--- src/rtl/note_tone_gen.sv ---
// Note-code to square-wave tone generator with a fixed silent gap after every note.
// Optional registered signed sample output is enabled by defining NOTE_TONE_SAMPLE_EN.
module note_tone_gen #(
    parameter int                 CLK_HZ = 100_000_000,
    parameter int                 DUR_W  = 12,
    parameter int                 GAP_MS = 10,
    parameter int                 HP_W   = 24,
    parameter logic signed [15:0] AMP    = 16'sd8192
) (
    input  logic             clk_in,
    input  logic             rst_n_in,
    input  logic [7:0]       note_code_in,
    input  logic [DUR_W-1:0] dur_ms_in,
    input  logic             note_valid_in,
    output logic             note_ready_out,
    output logic             tone_out,
    output logic             busy_out,
    output logic             done_out,
    output logic             err_out,
    output logic [7:0]       cur_note_out
`ifdef NOTE_TONE_SAMPLE_EN
    ,
    output logic signed [15:0] sample_out
`endif
);

    localparam int MS_CYCLES = CLK_HZ / 1000;
    localparam int SUB_W     = (MS_CYCLES > 1) ? $clog2(MS_CYCLES) : 1;
    localparam int GAP_W     = $clog2(GAP_MS + 1);
    localparam int MS_W      = (DUR_W > GAP_W) ? DUR_W : GAP_W;

    typedef enum logic [1:0] {
        IDLE = 2'd0,
        PLAY = 2'd1,
        GAP  = 2'd2
    } state_t;

    // Half periods of octave 0, one per semitone starting at A.
    function automatic logic [HP_W-1:0] hp_base(input logic [3:0] idx);
        case (idx)
            4'd0:    hp_base = HP_W'(CLK_HZ / (2 * 440));
            4'd1:    hp_base = HP_W'(CLK_HZ / (2 * 466));
            4'd2:    hp_base = HP_W'(CLK_HZ / (2 * 494));
            4'd3:    hp_base = HP_W'(CLK_HZ / (2 * 523));
            4'd4:    hp_base = HP_W'(CLK_HZ / (2 * 554));
            4'd5:    hp_base = HP_W'(CLK_HZ / (2 * 587));
            4'd6:    hp_base = HP_W'(CLK_HZ / (2 * 622));
            4'd7:    hp_base = HP_W'(CLK_HZ / (2 * 659));
            4'd8:    hp_base = HP_W'(CLK_HZ / (2 * 698));
            4'd9:    hp_base = HP_W'(CLK_HZ / (2 * 740));
            4'd10:   hp_base = HP_W'(CLK_HZ / (2 * 784));
            4'd11:   hp_base = HP_W'(CLK_HZ / (2 * 831));
            default: hp_base = '0;
        endcase
    endfunction

    state_t            state, state_d;
    logic [SUB_W-1:0]  sub_cnt;
    logic [MS_W-1:0]   ms_left;
    logic [HP_W-1:0]   phase, hp;
    logic              tone, tone_d;
    logic              rest, rest_d;

    logic [2:0]        letter, octave;
    logic [1:0]        accidental;
    logic [3:0]        nat_idx, semi_idx;
    logic [HP_W-1:0]   hp_new;
    logic              is_rest, bad, accept, sub_end, wrap, last_ms;

    // Decode of the incoming request; only meaningful in the accepting cycle.
    always_comb begin
        letter     = note_code_in[7:5];
        accidental = note_code_in[4:3];
        octave     = note_code_in[2:0];
        is_rest    = (letter == 3'd7) || (octave == 3'd7);
        case (letter)
            3'd0:    nat_idx = 4'd0;
            3'd1:    nat_idx = 4'd2;
            3'd2:    nat_idx = 4'd3;
            3'd3:    nat_idx = 4'd5;
            3'd4:    nat_idx = 4'd7;
            3'd5:    nat_idx = 4'd8;
            3'd6:    nat_idx = 4'd10;
            default: nat_idx = 4'd0;
        endcase
        semi_idx = nat_idx + {3'b000, accidental[0]};
        hp_new   = hp_base(semi_idx) >> octave;
        bad      = accidental[1]
                 || (accidental[0] && ((letter == 3'd1) || (letter == 3'd4)))
                 || (!is_rest && (hp_new < HP_W'(2)));
    end

    assign accept  = note_valid_in && (state == IDLE);
    assign sub_end = (sub_cnt == SUB_W'(MS_CYCLES - 1));
    assign last_ms = (ms_left == MS_W'(1));
    assign wrap    = (phase == hp - HP_W'(1));

    always_ff @(posedge clk_in or negedge rst_n_in) begin
        if (!rst_n_in) state <= IDLE;
        else           state <= state_d;
    end

    // NOTE: every signal driven here gets a default first, so no path can leave it unassigned and infer a latch.
    always_comb begin
        state_d = state;
        tone_d  = tone;
        rest_d  = rest;
        case (state)
            IDLE: begin
                if (accept && !bad) begin
                    state_d = (dur_ms_in == '0) ? GAP : PLAY;
                    rest_d  = is_rest;
                end
            end
            PLAY:    if (sub_end && last_ms) state_d = GAP;
            GAP:     if (sub_end && last_ms) state_d = IDLE;
            default: state_d = IDLE;
        endcase
        if (state_d != PLAY)
            tone_d = 1'b0;
        else if ((state == PLAY) && wrap && !rest)
            tone_d = ~tone;
    end

    // NOTE: sequential state uses non-blocking assignments so every register samples pre-edge values.
    always_ff @(posedge clk_in or negedge rst_n_in) begin
        if (!rst_n_in) begin
            sub_cnt      <= '0;
            ms_left      <= '0;
            phase        <= '0;
            hp           <= '0;
            tone         <= 1'b0;
            rest         <= 1'b0;
            cur_note_out <= '0;
            done_out     <= 1'b0;
            err_out      <= 1'b0;
        end else begin
            tone     <= tone_d;
            rest     <= rest_d;
            done_out <= (state == GAP) && (state_d == IDLE);
            err_out  <= accept && bad;
            case (state)
                IDLE: begin
                    sub_cnt <= '0;
                    phase   <= '0;
                    if (accept && !bad) begin
                        cur_note_out <= note_code_in;
                        hp           <= hp_new;
                        ms_left      <= (dur_ms_in == '0) ? MS_W'(GAP_MS) : MS_W'(dur_ms_in);
                    end
                end
                PLAY, GAP: begin
                    sub_cnt <= sub_end ? '0 : sub_cnt + SUB_W'(1);
                    phase   <= (wrap || state == GAP) ? '0 : phase + HP_W'(1);
                    if (sub_end)
                        ms_left <= (state == PLAY && last_ms) ? MS_W'(GAP_MS) : ms_left - MS_W'(1);
                    if (state_d == IDLE)
                        cur_note_out <= '0;
                end
                default: ;
            endcase
        end
    end

    assign note_ready_out = (state == IDLE);
    assign busy_out       = (state != IDLE);
    assign tone_out       = tone;

`ifdef NOTE_TONE_SAMPLE_EN
    // Built from next-state values so the sample lines up with tone_out.
    always_ff @(posedge clk_in or negedge rst_n_in) begin
        if (!rst_n_in)
            sample_out <= '0;
        else if ((state_d == PLAY) && !rest_d)
            sample_out <= tone_d ? AMP : -AMP;
        else
            sample_out <= '0;
    end
`endif

endmodule
--- config.mk ---
export PLATFORM = sky130hd
export DESIGN_NAME = note_tone_gen
export DESIGN_NICKNAME = d
export VERILOG_FILES = /design/src/rtl/note_tone_gen.sv
export SDC_FILE = /design/constraint.sdc
export NUM_CORES = 1
export LEC_CHECK = 0
export BUFFER_PORTS_ARGS = -buffer_cell sky130_fd_sc_hd__buf_2
export CAP_MARGIN = 10
export CORE_UTILIZATION = 45
export CTS_BUF_LIST = sky130_fd_sc_hd__clkbuf_4
export CTS_CLUSTER_SIZE = 24
export DETAILED_ROUTE_END_ITERATION = 6
export HOLD_SLACK_MARGIN = 0.12
export PLACE_DENSITY_LB_ADDON = 0.05
export SLEW_MARGIN = 20
export SYNTH_ARGS = -nofsm -noshare
export SYNTH_HDL_FRONTEND = slang
export SYNTH_SLANG_ARGS = --single-unit
export TNS_END_PERCENT = 30
--- constraint.sdc ---
create_clock -name clk_in -period 3.7 [get_ports clk_in]
set_clock_uncertainty 0.1 [all_clocks]
set_input_delay 0 -clock clk_in [delete_from_list [all_inputs] [get_ports clk_in]]
set_output_delay 0 -clock clk_in [all_outputs]
set_load 0.005 [all_outputs]
# Word level (Yosys, flattened, before mapping)
# Memory sizes are Yosys's and may differ from the RTL's.
# Cells that the tools add are included.
# word_totals
regBits,91
romBits,272
in_bits,23
output_inout_bits,13
word_cells,84
mem_count,1
# mem_list
name,words,width,read_ports,rd_clocked_by_memory_dff,wr,line_no,source
(no name shown),16,17,1,0,0,40,case (idx)
# op_classes
add_sub_neg,5
n_lt_le_gt_ge,1
n_eq_ne,17
shifts,1
mux,20
n_bitwise,1
n_reduce_logical,28
# op_table
op,count
2-to-1 mux 12 bit,4
case mux 24 bit (2 select lines),1
case mux 17 bit (2 select lines),1
adder 24 x 1 -> 24 bit (second input constant),1
equality test 24 bit,1
less-than comparator 24 x 2 -> 1 bit (second input constant),1
2-to-1 mux 24 bit,1
case mux 12 bit (2 select lines),1
case mux 4 bit (6 select lines),1
>> shifter 24 x 3 -> 24 bit,1
subtractor 24 x 1 -> 24 bit (second input constant),1
adder 17 x 1 -> 17 bit (second input constant),1
equality test 17 bit (second input constant),1
2-to-1 mux 17 bit,1
2-to-1 mux 8 bit,2
case mux 8 bit (2 select lines),1
equality test 3 bit (second input constant),5
equality test 12 x 1 -> 1 bit (second input constant),1
logical NOT 12 bit,1
subtractor 12 x 1 -> 12 bit (second input constant),1
logical AND 1 bit,10
2-to-1 mux 2 bit,4
equality test 3 x 2 -> 1 bit (second input constant),2
case mux 2 bit (3 select lines),1
15 further kinds,28

# Longest topological paths before layout
# Gate-level depths: netlist (run 1).
# An unclocked memory read counts as a cell.
# depth
ltp_word,15
depth_mapped,19
mapped_depth_nobuf,15

# Worst setup path after synthesis (run 1)
# Ideal clock, no wire load.
# synth_path
path_kind,input-to-reg
startpoint,in note_code_in[7]
endpoint,reg cur_note_out[0]
setup_time_ns,0.133
arrival_ns,3.655
t_required_ns,3.467
setup_slack_ns,-0.188
path_stages,16
n_path_buf,3
path_cell_list,buf_2 buf_1 o21ai_0 ha_1 ha_1 clkbuf_1 clkinv_1 and3_1 a2111oi_0 a41oi_1 a221oi_1 and4_4 a21oi_4 o221a_2 a21oi_2 o21ai_0
# synth_between
elab_chain_cells,15
word_cells_on_any_way,27
cone_classes,1 x add/sub; 1 x order compare; 9 x eq/ne; 1 x shift; 3 x mux; 11 x reduce/logical; 1 x memory
# synth_rtl
element,line_no,source
"start, declared",12,"input logic [7:0] note_code_in,"
equality test 3 bit (tied with other cells),76,case (letter)
case mux 4 bit (6 select lines),76,
adder 4 x 1 -> 4 bit,86,"semi_idx = nat_idx + {3'b000, accidental[0]};"
memory (16 x 17 bit),n/a,
>> shifter 24 x 3 -> 24 bit,87,hp_new = hp_base(semi_idx) >> octave;
less-than comparator 24 x 2 -> 1 bit,90,|| (!is_rest && (hp_new < HP_W'(2)));
logical AND 1 bit,90,
logical OR 1 bit (*),90,
logical NOT 1 bit (*),110,if (accept && !bad) begin
logical AND 1 bit (*),110,
2-to-1 mux 2 bit (*),110,
case mux 2 bit (3 select lines) (*),108,case (state)
net state_d[0],57,"state_t state, state_d;"
logical NOT 2 bit (*),157,if (state_d == IDLE)
inequality test 2 bit (no line) (*),n/a,
AND reduction 3 bit (no line) (*),n/a,
"end signal, assigned",147,cur_note_out <= note_code_in;
"end, declared",20,output logic [7:0] cur_note_out
# Mark *: on every way through the listed nets, which the timed path passes. The rest lies on a longest branch.
# A chain may end at the register's enable or synchronous reset.

# Worst setup path after layout (run 1)
# layout_path
startpoint,reg hp[8]
endpoint,reg phase[15]
# layout_between
elab_chain_cells,5
# layout_rtl
element,line_no,source
"start, declared",60,"logic [HP_W-1:0] phase, hp;"
"start signal, assigned",148,hp <= hp_new;
subtractor 24 x 1 -> 24 bit,96,assign wrap = (phase == hp - HP_W'(1));
equality test 24 bit,96,
logical OR 1 bit,154,phase <= (wrap || state == GAP) ? '0 : phase + HP_W'(1);
2-to-1 mux 24 bit,154,
case mux 24 bit (2 select lines),142,case (state)
"end signal, assigned",154,
"end, declared",60,
# No other way between the ends.

==> summary.txt, run 1 <==
Route
  • Final WL: 19,400 um
  • Routed Antenna Nets: 0
  • Initial drt markers: between 500 and 600
  • Avg Vias per Cell: 5.86
  • Routed vias: 6,598
  • Avg WL per Cell: ~17 um
  • Detailed Routing Iterations Pass 1: 5
  • Remaining DRCs: 0

Clock tree
  • Skew-Pair Late Insertion Delay: 0.48 ns
  • Reg clk slew, reported paths: 0.13 ns
  • CTS root buf: clkbuf_4
  • Buffer depth of the longest clock path: 2
  • CTS tree: done
  • Clock Sinks: 84
  • H-Tree Level Count: 3
  • CTS buffer count: 9

Floorplan
  • Placement row count: between 40 and 50
  • DIE HEIGHT: around 120 um
  • Die W: 123 um
  • Die area: 15,000 um2
  • Initial core utilization: 46.6%
  • # IOs: 36
  • Core area: around 14,000 um2

Placement
  • IO Port Bufs: 35
  • Dpl cell area: around 7400 um2
  • Place WS: -0.350 ns
  • Placed insts: 1,077
  • RD Place Congestion: 0.888
  • HPWL after DPL: 14,000 um

Synthesis
  • Post-synth EDFFs: 0
  • Seq/Total Area, Yosys: roughly 32%
  • Async SR Flop Fraction: 100%
  • Syn avg cell area: 7.94 um2
  • Post-synth top area cell: dfrtp_1
  • Synth top area share: roughly a third
  • Net Count, Synth: 862
  • Mapped Cells: between 800 and 900
  • #FFs+latches synth: 84
  • Most used DFF post-synth: dfrtp_1
  • Ys Warns: 0
  • Top post-synthesis cells by area: dfrtp_1 (32%), o21ai_0 (7.1%), nand2_1 (6.7%), nor2_1 (3.7%), ha_1 (2.9%)
  • Library cells used by synthesis: 88
  • Synth Cell Area: 6540 um2

Final layout
  • Nets: 977
  • Share of layout cells above drive strength 1: a little over a fifth
  • Post-Layout Cell Count: 1,125
  • Fillcell total: 1,281
  • Register area: 2100 um2
  • Cell area after layout: around 8000 um2
  • Area Growth Syn to Fin: 22.6%
  • Final core occ: a little under three fifths
  • Multi-input combinational cell area: about 4200 um2

Run status
  • Outcome: finished clean

Min path
  • Endpoint, Worst Hold: cur_note_out[0]$_DFFE_PN0P_
  • Worst Hold Launch: note_code_in[0]
  • Worst Hold Class: in2reg
  • WHS Path Cells: 4

Job
  • Max_cap viols: 0

Pwr
  • P per Cell Area: 498 nW/um2
  • Peak supply drop: 0.258 mV
  • Tot Pwr: approximately 4.0 mW
  • Leakage power total: 3.48 nW

Setup path
  • Worst EP arrival: 3.78 ns
  • FF-to-FF setup slack: 0.16 ns
  • Reg-to-Reg End: phase[15]$_DFFE_PN0P_
  • CP startpoint kind: flip-flop
  • Worst setup EP type: flip-flop
  • Worst path required time: between 3 and 4 ns
  • Worst reg-to-reg path cell count: 13
  • Reg2reg start: hp[8]$_DFFE_PN0P_
  • CP Class: reg2reg
  • Largest fanout on the critical path: 7

Timing
  • Final Hold Viols: 0
  • Hold_ws: between 0.2 and 0.25 ns
  • Final setup vio count: 0
  • Worst-Margin Slew: ~0.79 ns
  • Min Tclk post-route: 3.54 ns
  • Fin Setup TNS: 0 ns
  • Slew headroom: about 47%
  • Highest clock rate: 283 MHz
  • Final period util: 95.7%
  • Max Transition Viols Final: 0
  • Final setup margin: 0.160 ns

Global routing
  • Largest net degree at the start of global routing: 85
  • All-layer global routing usage: 26.3%
  • Initial antenna violation count: 1
  • Vias in the first global route: about 6,000
  • Gr ovfl total: 0
  • First-pass GRT wire length: 31,200 um
sequential cells by signal, summed over array words and instances, names as in the netlist:
| register | count |
|---|---|
| tone_out | 1 |
| ms_left | 12 |
| state | 2 |
| err_out | 1 |
| cur_note_out | 8 |
| sub_cnt | 17 |
| rest | 1 |
| hp | 17 |
| done_out | 1 |
| phase | 24 |
metal layers:
metal  vias up  wire length [um]  global-route usage, %
li1       3236                 -                      -
met1      3118              8960                   37.2
met2       207              9050                   40.6
met3        37              1040                   4.32
met4         0               393                   8.84
met5         -                 0                      0
cell type report:
cell class / count / area share [%]
multi-input cells: 654 / 52.6
flip-flops and latches: 84 / 26.2
repair buffers: 155 / 15.2
well taps: 180 / 2.81
inverters: 35 / 1.67
clock buffers: 9 / 0.843
clock inverters: 7 / 0.624
diodes: 1 / 0.0312
layout by cell type, fill, tap and decap left out, types with 4 or more instances in the layout:
master | netlist | layout
nand3_1 | 33 | 33
dlygate4sd3_1 | 0 | 25
mux2_2 | 4 | 4
nand4_1 | 8 | 8
a32oi_1 | 4 | 4
nand3b_1 | 4 | 4
o21ai_1 | 7 | 12
xor2_1 | 18 | 18
nor4_1 | 12 | 11
clkbuf_4 | 0 | 9
o211ai_1 | 11 | 11
o31ai_1 | 7 | 7
o21a_1 | 4 | 4
dfrtp_1 | 84 | 84
a21o_1 | 4 | 4
xnor2_1 | 20 | 19
o21ai_0 | 93 | 87
mux2i_1 | 6 | 6
o22ai_1 | 8 | 8
a21oi_1 | 31 | 30
nor2_1 | 65 | 65
buf_4 | 5 | 90
nand2_1 | 117 | 117
a31oi_1 | 4 | 4
clkinv_1 | 4 | 4
nor3_1 | 18 | 17
inv_1 | 31 | 31
a22oi_1 | 9 | 9
nand2b_1 | 6 | 6
buf_2 | 7 | 34
and3_1 | 20 | 20
or3_1 | 12 | 12
a22o_1 | 9 | 9
nor2b_1 | 8 | 8
ha_1 | 15 | 13
and2_1 | 6 | 6
o32ai_1 | 6 | 6
cells by family after synthesis:
logic type                 share of synthesized area (%)
and+or+nand+nor                                     26.0
buffers and inverters                               5.59
DFF                                                 32.1
AOI/OAI and AO/OA                                   25.6
xor gates and xnor gates                            5.09
adders and majority gates                           2.87
muxes                                               2.70
how the worst max path moves through the flow:
| stage | end | startpoint | slack [ns] | cells past startpoint |
|---|---|---|---|---|
| 6_report | phase[15]$_DFFE_PN0P_ | hp[8]$_DFFE_PN0P_ | 0.16 | 13 |
| 5_1_grt | phase[6]$_DFFE_PN0P_ | hp[2]$_DFFE_PN0P_ | -0.07 | 15 |
| 4_1_cts | phase[15]$_DFFE_PN0P_ | hp[8]$_DFFE_PN0P_ | 0.0004 | 14 |
| 3_5_place_dp | cur_note_out[7]$_DFFE_PN0P_ | note_code_in[5] | -0.35 | 17 |
| 3_3_place_gp | cur_note_out[3]$_DFFE_PN0P_ | note_code_in[5] | -0.15 | 16 |
| 2_1_floorplan | ms_left[9]$_DFFE_PN0P_ | note_code_in[5] | 0.007 | 18 |
report_power, final:
group          total [mW]  internal [mW]  switching, mW
clock network       0.485          0.140          0.345
logic                2.14          0.999           1.14
registers            1.37           1.13          0.236
Yosys cell counts, types with 5 or more instances:
library cell and instances:
and2_1 6, nor2_1 65, nand3_1 33, a221oi_1 5, a22oi_1 9, clkbuf_1 34
ha_1 15, o32ai_1 6, xor2_1 18, o21ai_0 93, mux2i_1 6, buf_2 7
o21ai_1 7, nand2_1 117, xnor2_1 20, a22o_1 9, inv_1 31, dfrtp_1 84
nor2b_1 8, and3_1 20, o211ai_1 11, nor3b_1 5, nor4_1 12, a21oi_1 31
o31ai_1 7, nor3_1 18, or3_1 12, nand2b_1 6, nand4_1 8, buf_4 5
o22ai_1 8
repair_timing:
| action | 4_1_cts | 5_1_grt |
|---|---|---|
| pin swaps | 1 | 3 |
| gates resized for setup | 2 | 29 |
| cloned | 0 | 2 |
| endpoints found under the setup margin | 7 | 40 |
| endpoints found under the hold margin | 120 | 57 |
| setup buffers | 2 | 3 |
| hold buffers | 24 | 1 |
critical path, cell delays in order (launching register included):
cell and delay, ns:
dfrtp_1 0.40, or4_4 0.53, or3_4 0.38, or2_2 0.35
xnor2_2 0.17, a211oi_2 0.16, nand4_1 0.18, a2111oi_4 0.37
or3b_4 0.22, buf_12 0.12, buf_4 0.15, nor2_1 0.05
o21ai_0 0.12, o21ai_0 0.10
Note: power is estimated with default switching activity, not from simulation.
==> inputs of run 2 (changes only) <==
- ABC_AREA: default -> 1
- CORE_MARGIN: default -> 1.5
==> summary.txt, run 2 <==
Run status
  • Outcome: finished clean

Route
  • Initial drt markers: approximately 400
  • Remaining DRCs: 0
  • Avg WL per Cell: around 15 um
  • Final WL: 16,500 um
  • Detailed Routing Iterations Pass 1: 5
  • Routed vias: 6,161
  • Avg Vias per Cell: around 5.4
  • Routed Antenna Nets: 0

Floorplan
  • Die W: 121 um
  • Core area: 13,800 um2
  • Die area: approximately 15,000 um2
  • Placement row count: 43
  • Initial core utilization: around 46%
  • # IOs: 36
  • DIE HEIGHT: about 120 um

Placement
  • HPWL after DPL: between 10,000 and 15,000 um
  • RD Place Congestion: 0.910
  • IO Port Bufs: 35
  • Placed insts: 1,087

Final layout
  • Share of layout cells above drive strength 1: 11.6%
  • Most common cell after layout, fill and taps aside: nand2_1
  • Fillcell total: ~1,400
  • # diodes: 0
  • Nets: 985
  • Largest regs: phase (24), hp (17), sub_cnt (17)
  • Area Growth Syn to Fin: 13.2%
  • Largest Register: phase
  • Most frequent cells in the layout: nand2_1 (199), inv_1 (108), nand3_1 (103)
  • Number of flip-flops in the largest register: 24
  • Post-Layout Cell Count: 1,132

Pwr
  • Comb pwr share: 47.6%
  • P per Cell Area: 538 nW/um2
  • Tot Pwr: 3.85 mW
  • Leakage power total: approximately 3.3 nW
  • Power share of the clock group: around 18%
  • Int Pwr: 2.17 mW
  • Peak supply drop: 0.293 mV
  • Part of the power in registers: 34.6%
  • Switching Share: 43.6%
  • P_sw: 1.68 mW

Global routing
  • All-layer global routing usage: 23.4%
  • Vias in the first global route: 5,820
  • Largest net degree at the start of global routing: 52
  • Gr ovfl total: 0
  • First-pass GRT wire length: between 20,000 and 30,000 um
  • Initial antenna violation count: 0

Timing
  • Final setup vio count: 0
  • Fin Setup TNS: 0 ns
  • Max Transition Viols Final: 0
  • Min Tclk post-route: around 3.5 ns
  • Highest clock rate: ~290 MHz
  • Final period util: around 93%
  • Final Hold Viols: 0
  • Worst-Margin Slew: around 0.82 ns
  • Slew headroom: between 40% and 50%
  • Hold_ws: 0.202 ns

Synthesis
  • Synth Cell Area: 6320 um2
  • Most common cell in the netlist: nand2_1
  • Syn avg cell area: 7.07 um2
  • Post-synth top area cell: dfrtp_1
  • Synth top area share: 33.3%
  • Ys Warns: 0
  • Top post-synthesis cells by area: dfrtp_1 (33%), nand2_1 (12%), nand3_1 (8.2%), inv_1 (6.5%), xor2_1 (5.4%)
  • #FFs+latches synth: 84
  • Synth cell count leaders: nand2_1 (199), inv_1 (109), nand3_1 (103), dfrtp_1 (84), nor2_1 (72)
  • Post-synth EDFFs: 0
  • Mapped Cells: 893
  • Async SR Flop Fraction: 100%
  • Library cells used by synthesis: 50
  • Most used DFF post-synth: dfrtp_1
  • Net Count, Synth: 931
  • Seq/Total Area, Yosys: 33.3%

Setup path
  • Worst path required time: between 3 and 4 ns
  • CP startpoint kind: primary input
  • Largest fanout on the critical path: 12
  • Worst setup EP type: flip-flop
  • Worst EP arrival: roughly 3.8 ns
  • CP Class: in2reg

Min path
  • Worst Hold Class: in2reg

Job
  • Max_cap viols: 0

Clock tree
  • CTS buffer count: 9
  • H-Tree Level Count: 3
  • Skew-Pair Late Insertion Delay: 0.46 ns
  • Buffer depth of the longest clock path: 2
  • CTS root buf: clkbuf_4
  • Clock Sinks: 84
  • CTS tree: done
  • Reg clk slew, reported paths: 0.14 ns
run 2: final cells by class:
cell class                 count  area (um2)  share of cell area (%)
clock buffer                  10        75.1                    1.05
timing repair buffer          73         564                    7.89
clock inverter                 6         113                    1.57
inverter                     114         428                    5.98
multi-input combinational    665        3640                    51.0
sequential                    84        2100                    29.4
tap                          180         225                    3.15
run 2: per-layer routing:
layer	track usage, %	routed length, um
met5	0	0
met2	37.2	7600
met4	5.29	187
met3	4.93	855
met1	32.6	7870
run 2: path summary, 6_finish.rpt:
check	startpoint	to	slack, ns	cells after the start
worst max-delay path	note_code_in[3]	ms_left[1]$_DFFE_PN0P_	0.24	22
worst min-delay path	note_code_in[4]	cur_note_out[4]$_DFFE_PN0P_	0.20	4
worst max register to register	hp[0]$_DFFE_PN0P_	phase[22]$_DFFE_PN0P_	0.51	15
worst min register to register	rest$_DFFE_PN0P_	rest$_DFFE_PN0P_	0.41	2
max in group asynchronous	rst_n_in	hp[5]$_DFFE_PN0P_	2.58	4
min in group asynchronous	rst_n_in	phase[18]$_DFFE_PN0P_	0.49	4
run 2: per-stage QoR:
step | util (%) | area (um2) | worst slack [ns]
after floorplan | - | 6320 | 0.853
after global placement | 48.2 | 6640 | 0.317
after detailed placement | 48.2 | 6640 | 0.189
after CTS | 51.8 | 7130 | 0.0767
after global routing | 51.9 | 7150 | -0.000725
final | 51.9 | 7150 | 0.243
run 2: cells by family after synthesis:
family	share of synthesized area (%)
and+or+nand+nor	34.8
buffers and inverters	9.25
AOI/OAI and AO/OA	13.3
DFF	33.3
xor gates and xnor gates	6.46
adders and majority gates	2.97
run 2: power groups by stage:
stage	logic [mW]	registers, mW	clock network, mW
after global placement	1.73	1.34	0
after global routing	2.09	1.36	0.748
final	1.83	1.33	0.682
after floorplan	1.34	1.29	0
after detailed placement	1.76	1.34	0
after CTS	1.81	1.33	0.707
run 2: repair_timing:
action	in CTS	in global routing
endpoints found under the hold margin	127	0
hold buffers	28	0
buffers inserted	0	0
gates resized for setup	0	5
endpoints found under the setup margin	0	4
run 2: critical path, stage by stage:
cell and delay [ns]:
dlygate4sd3_1 0.54, buf_2 0.14, ha_2 0.20, ha_4 0.34, nor2_1 0.06, inv_1 0.06
nand3_1 0.21, nand3_1 0.20, nand3_1 0.08, nand3_1 0.15, nand3_1 0.09, nand2_1 0.12
nor2_2 0.05, nand3_2 0.09, nand3_2 0.12, nand2_1 0.12, nand2_2 0.09, nor2_2 0.16
buf_6 0.17, o311ai_1 0.10, dlygate4sd3_1 0.57, o21ai_1 0.07
==> inputs of run 3 (changes only) <==
- CORE_UTILIZATION: 45 -> 50
==> summary.txt, run 3 (synthesis results as in run 2) <==
Run status
  • Outcome: finished clean

Final layout
  • Register area: approximately 2100 um2
  • Post-Layout Cell Count: about 1,100
  • Most frequent cells in the layout: nand2_1 (199), inv_1 (109), nand3_1 (102)
  • Nets: 980
  • Fillcell total: approximately 1,200
  • Most common cell after layout, fill and taps aside: nand2_1
  • Largest regs: phase (24), hp (17), sub_cnt (17)
  • # diodes: 0
  • Share of layout cells above drive strength 1: between 10% and 20%
  • Number of flip-flops in the largest register: 24
  • Largest Register: phase
  • Multi-input combinational cell area: 3640 um2
  • Area Growth Syn to Fin: 10.8%

Floorplan
  • Placement row count: 40
  • DIE HEIGHT: 115 um
  • Die area: 13,300 um2
  • # IOs: 36
  • Core area: about 12,000 um2
  • Initial core utilization: 51.9%
  • Die W: 115 um

Setup path
  • Worst EP arrival: 3.63 ns
  • CP startpoint kind: primary input
  • Worst reg-to-reg path cell count: 15
  • Worst setup EP type: flip-flop
  • CP Class: in2reg
  • Worst path required time: about 3.9 ns
  • Largest fanout on the critical path: 19

Min path
  • WHS Path Cells: 4
  • Worst Hold Class: in2reg

Route
  • Avg WL per Cell: ~14 um
  • Detailed Routing Iterations Pass 1: 6
  • Routed Antenna Nets: 0
  • Remaining DRCs: 0
  • Routed vias: 6,123
  • Final WL: 16,100 um
  • Initial drt markers: 483
  • Avg Vias per Cell: approximately 5.5

Timing
  • Final setup vio count: 0
  • Final Hold Viols: 0
  • Final period util: 91.8%
  • Highest clock rate: 294 MHz
  • Max Transition Viols Final: 0
  • Worst-Margin Slew: 0.824 ns
  • Fin Setup TNS: 0 ns
  • Slew headroom: 44.3%
  • RSZ-0062 raised after global routing: no
  • Min Tclk post-route: 3.40 ns

Clock tree
  • Clock Sinks: 84
  • H-Tree Level Count: 3
  • Skew-Pair Late Insertion Delay: 0.47 ns
  • Reg clk slew, reported paths: 0.13 ns
  • CTS buffer count: 9
  • Post-CTS Setup Bufs: 0
  • CTS root buf: clkbuf_4
  • Buffer depth of the longest clock path: 2
  • CTS tree: done

Placement
  • Placed insts: 1,074
  • IO Port Bufs: 35
  • HPWL after DPL: 11,900 um
  • RD Place Congestion: 0.935

Global routing
  • GR peak layer: met2
  • Met2 Use GR: 41.0%
  • Gr ovfl total: 0
  • Met1 usage in global routing: 35.7%
  • Largest net degree at the start of global routing: 85
  • Met3 usage: just under 5%
  • Vias in the first global route: 5,706
  • All-layer global routing usage: between 20 and 30%
  • Initial antenna violation count: 0
  • First-pass GRT wire length: 27,300 um

Pwr
  • Comb pwr share: 49.5%
  • Leakage power total: between 3 and 4 nW
  • Switching Share: between 40% and 50%
  • Part of the power in registers: 37.1%
  • P per Cell Area: 511 nW/um2
  • Int Pwr: ~1.9 mW
  • Power share of the clock group: a little over an eighth
  • Peak supply drop: ~0.34 mV
  • P_sw: 1.66 mW

Job
  • Max_cap viols: 0
## run 3: changes by cell type in the layout (fill, tap and decap cells not counted), sizes merged
cell / previous run / this run
clkbuf: 10 / 9
clkinvlp: 0 / 2
buf: 46 / 43
bufinv: 3 / 0
inv: 113 / 115
dlygate4sd3: 27 / 25
## run 3: what timing repair did
item,CTS,global route
hold buffers,24,1
gates resized for setup,0,6
hold endpoints to repair,125,54
endpoints found under the setup margin,0,29
## run 3: final timing paths
kind | slack, ns | to | from
max | 0.30 | hp[0]$_DFFE_PN0P_ | note_code_in[5]
min | 0.19 | cur_note_out[4]$_DFFE_PN0P_ | note_code_in[4]
max reg2reg | 0.55 | phase[22]$_DFFE_PN0P_ | hp[1]$_DFFE_PN0P_
min reg2reg | 0.41 | sub_cnt[0]$_DFFE_PN0P_ | sub_cnt[0]$_DFFE_PN0P_
max in group asynchronous | 2.41 | hp[0]$_DFFE_PN0P_ | rst_n_in
min in group asynchronous | 0.54 | phase[14]$_DFFE_PN0P_ | rst_n_in
## run 3: power by group through the flow
stage	clock network [mW]	registers [mW]	logic, mW
global placement	0	1.34	1.70
floorplan	0	1.29	1.34
global route	0.541	1.36	2.02
detailed placement	0	1.34	1.72
CTS	0.496	1.32	1.76
finish	0.478	1.33	1.77
## run 3: stage by stage
stage	util (%)	worst slack, ns	total power [mW]	hold slack, ns	cell area [um2]
floorplan	-	0.853	2.63	-0.396	6320
global placement	54.3	0.264	3.04	0.126	6610
detailed placement	54.3	0.241	3.06	0.132	6610
CTS	57.3	0.188	3.57	0.141	6970
global route	57.5	0.0135	3.92	0.195	7000
finish	57.5	0.303	3.57	0.189	7000
## run 3: per-layer routing
| metal | routed length (um) | vias to the layer above |
|---|---|---|
| li1 | - | 3088 |
| met1 | 7670 | 2848 |
| met2 | 7420 | 159 |
| met3 | 673 | 28 |
| met4 | 291 | 0 |
| met5 | 0 | - |
## run 3: cell type report
cell class / instances / share of cell area, %
clock buffer: 9 / 0.965
clock inverter: 7 / 0.715
inverter: 114 / 6.15
multi-input combinational: 665 / 52.0
sequential: 84 / 30.0
tap: 168 / 3.00
timing repair buffer: 68 / 7.08
## run 3: worst max-delay path, stage by stage
cell           delay (ns)
dlygate4sd3_1        0.54
buf_2                0.18
o21ai_4              0.15
inv_1                0.06
a21oi_1              0.11
ha_1                 0.18
ha_2                 0.36
ha_1                 0.21
inv_1                0.05
nand3_1              0.17
nand2_1              0.11
nand2_1              0.08
nand3_1              0.09
nand3_1              0.07
nand3_1              0.14
nand2_1              0.09
nor2_1               0.16
nand3_2              0.12
nand3_2              0.13
buf_4                0.23
inv_4                0.12
o211ai_1             0.15
o21ai_1              0.11
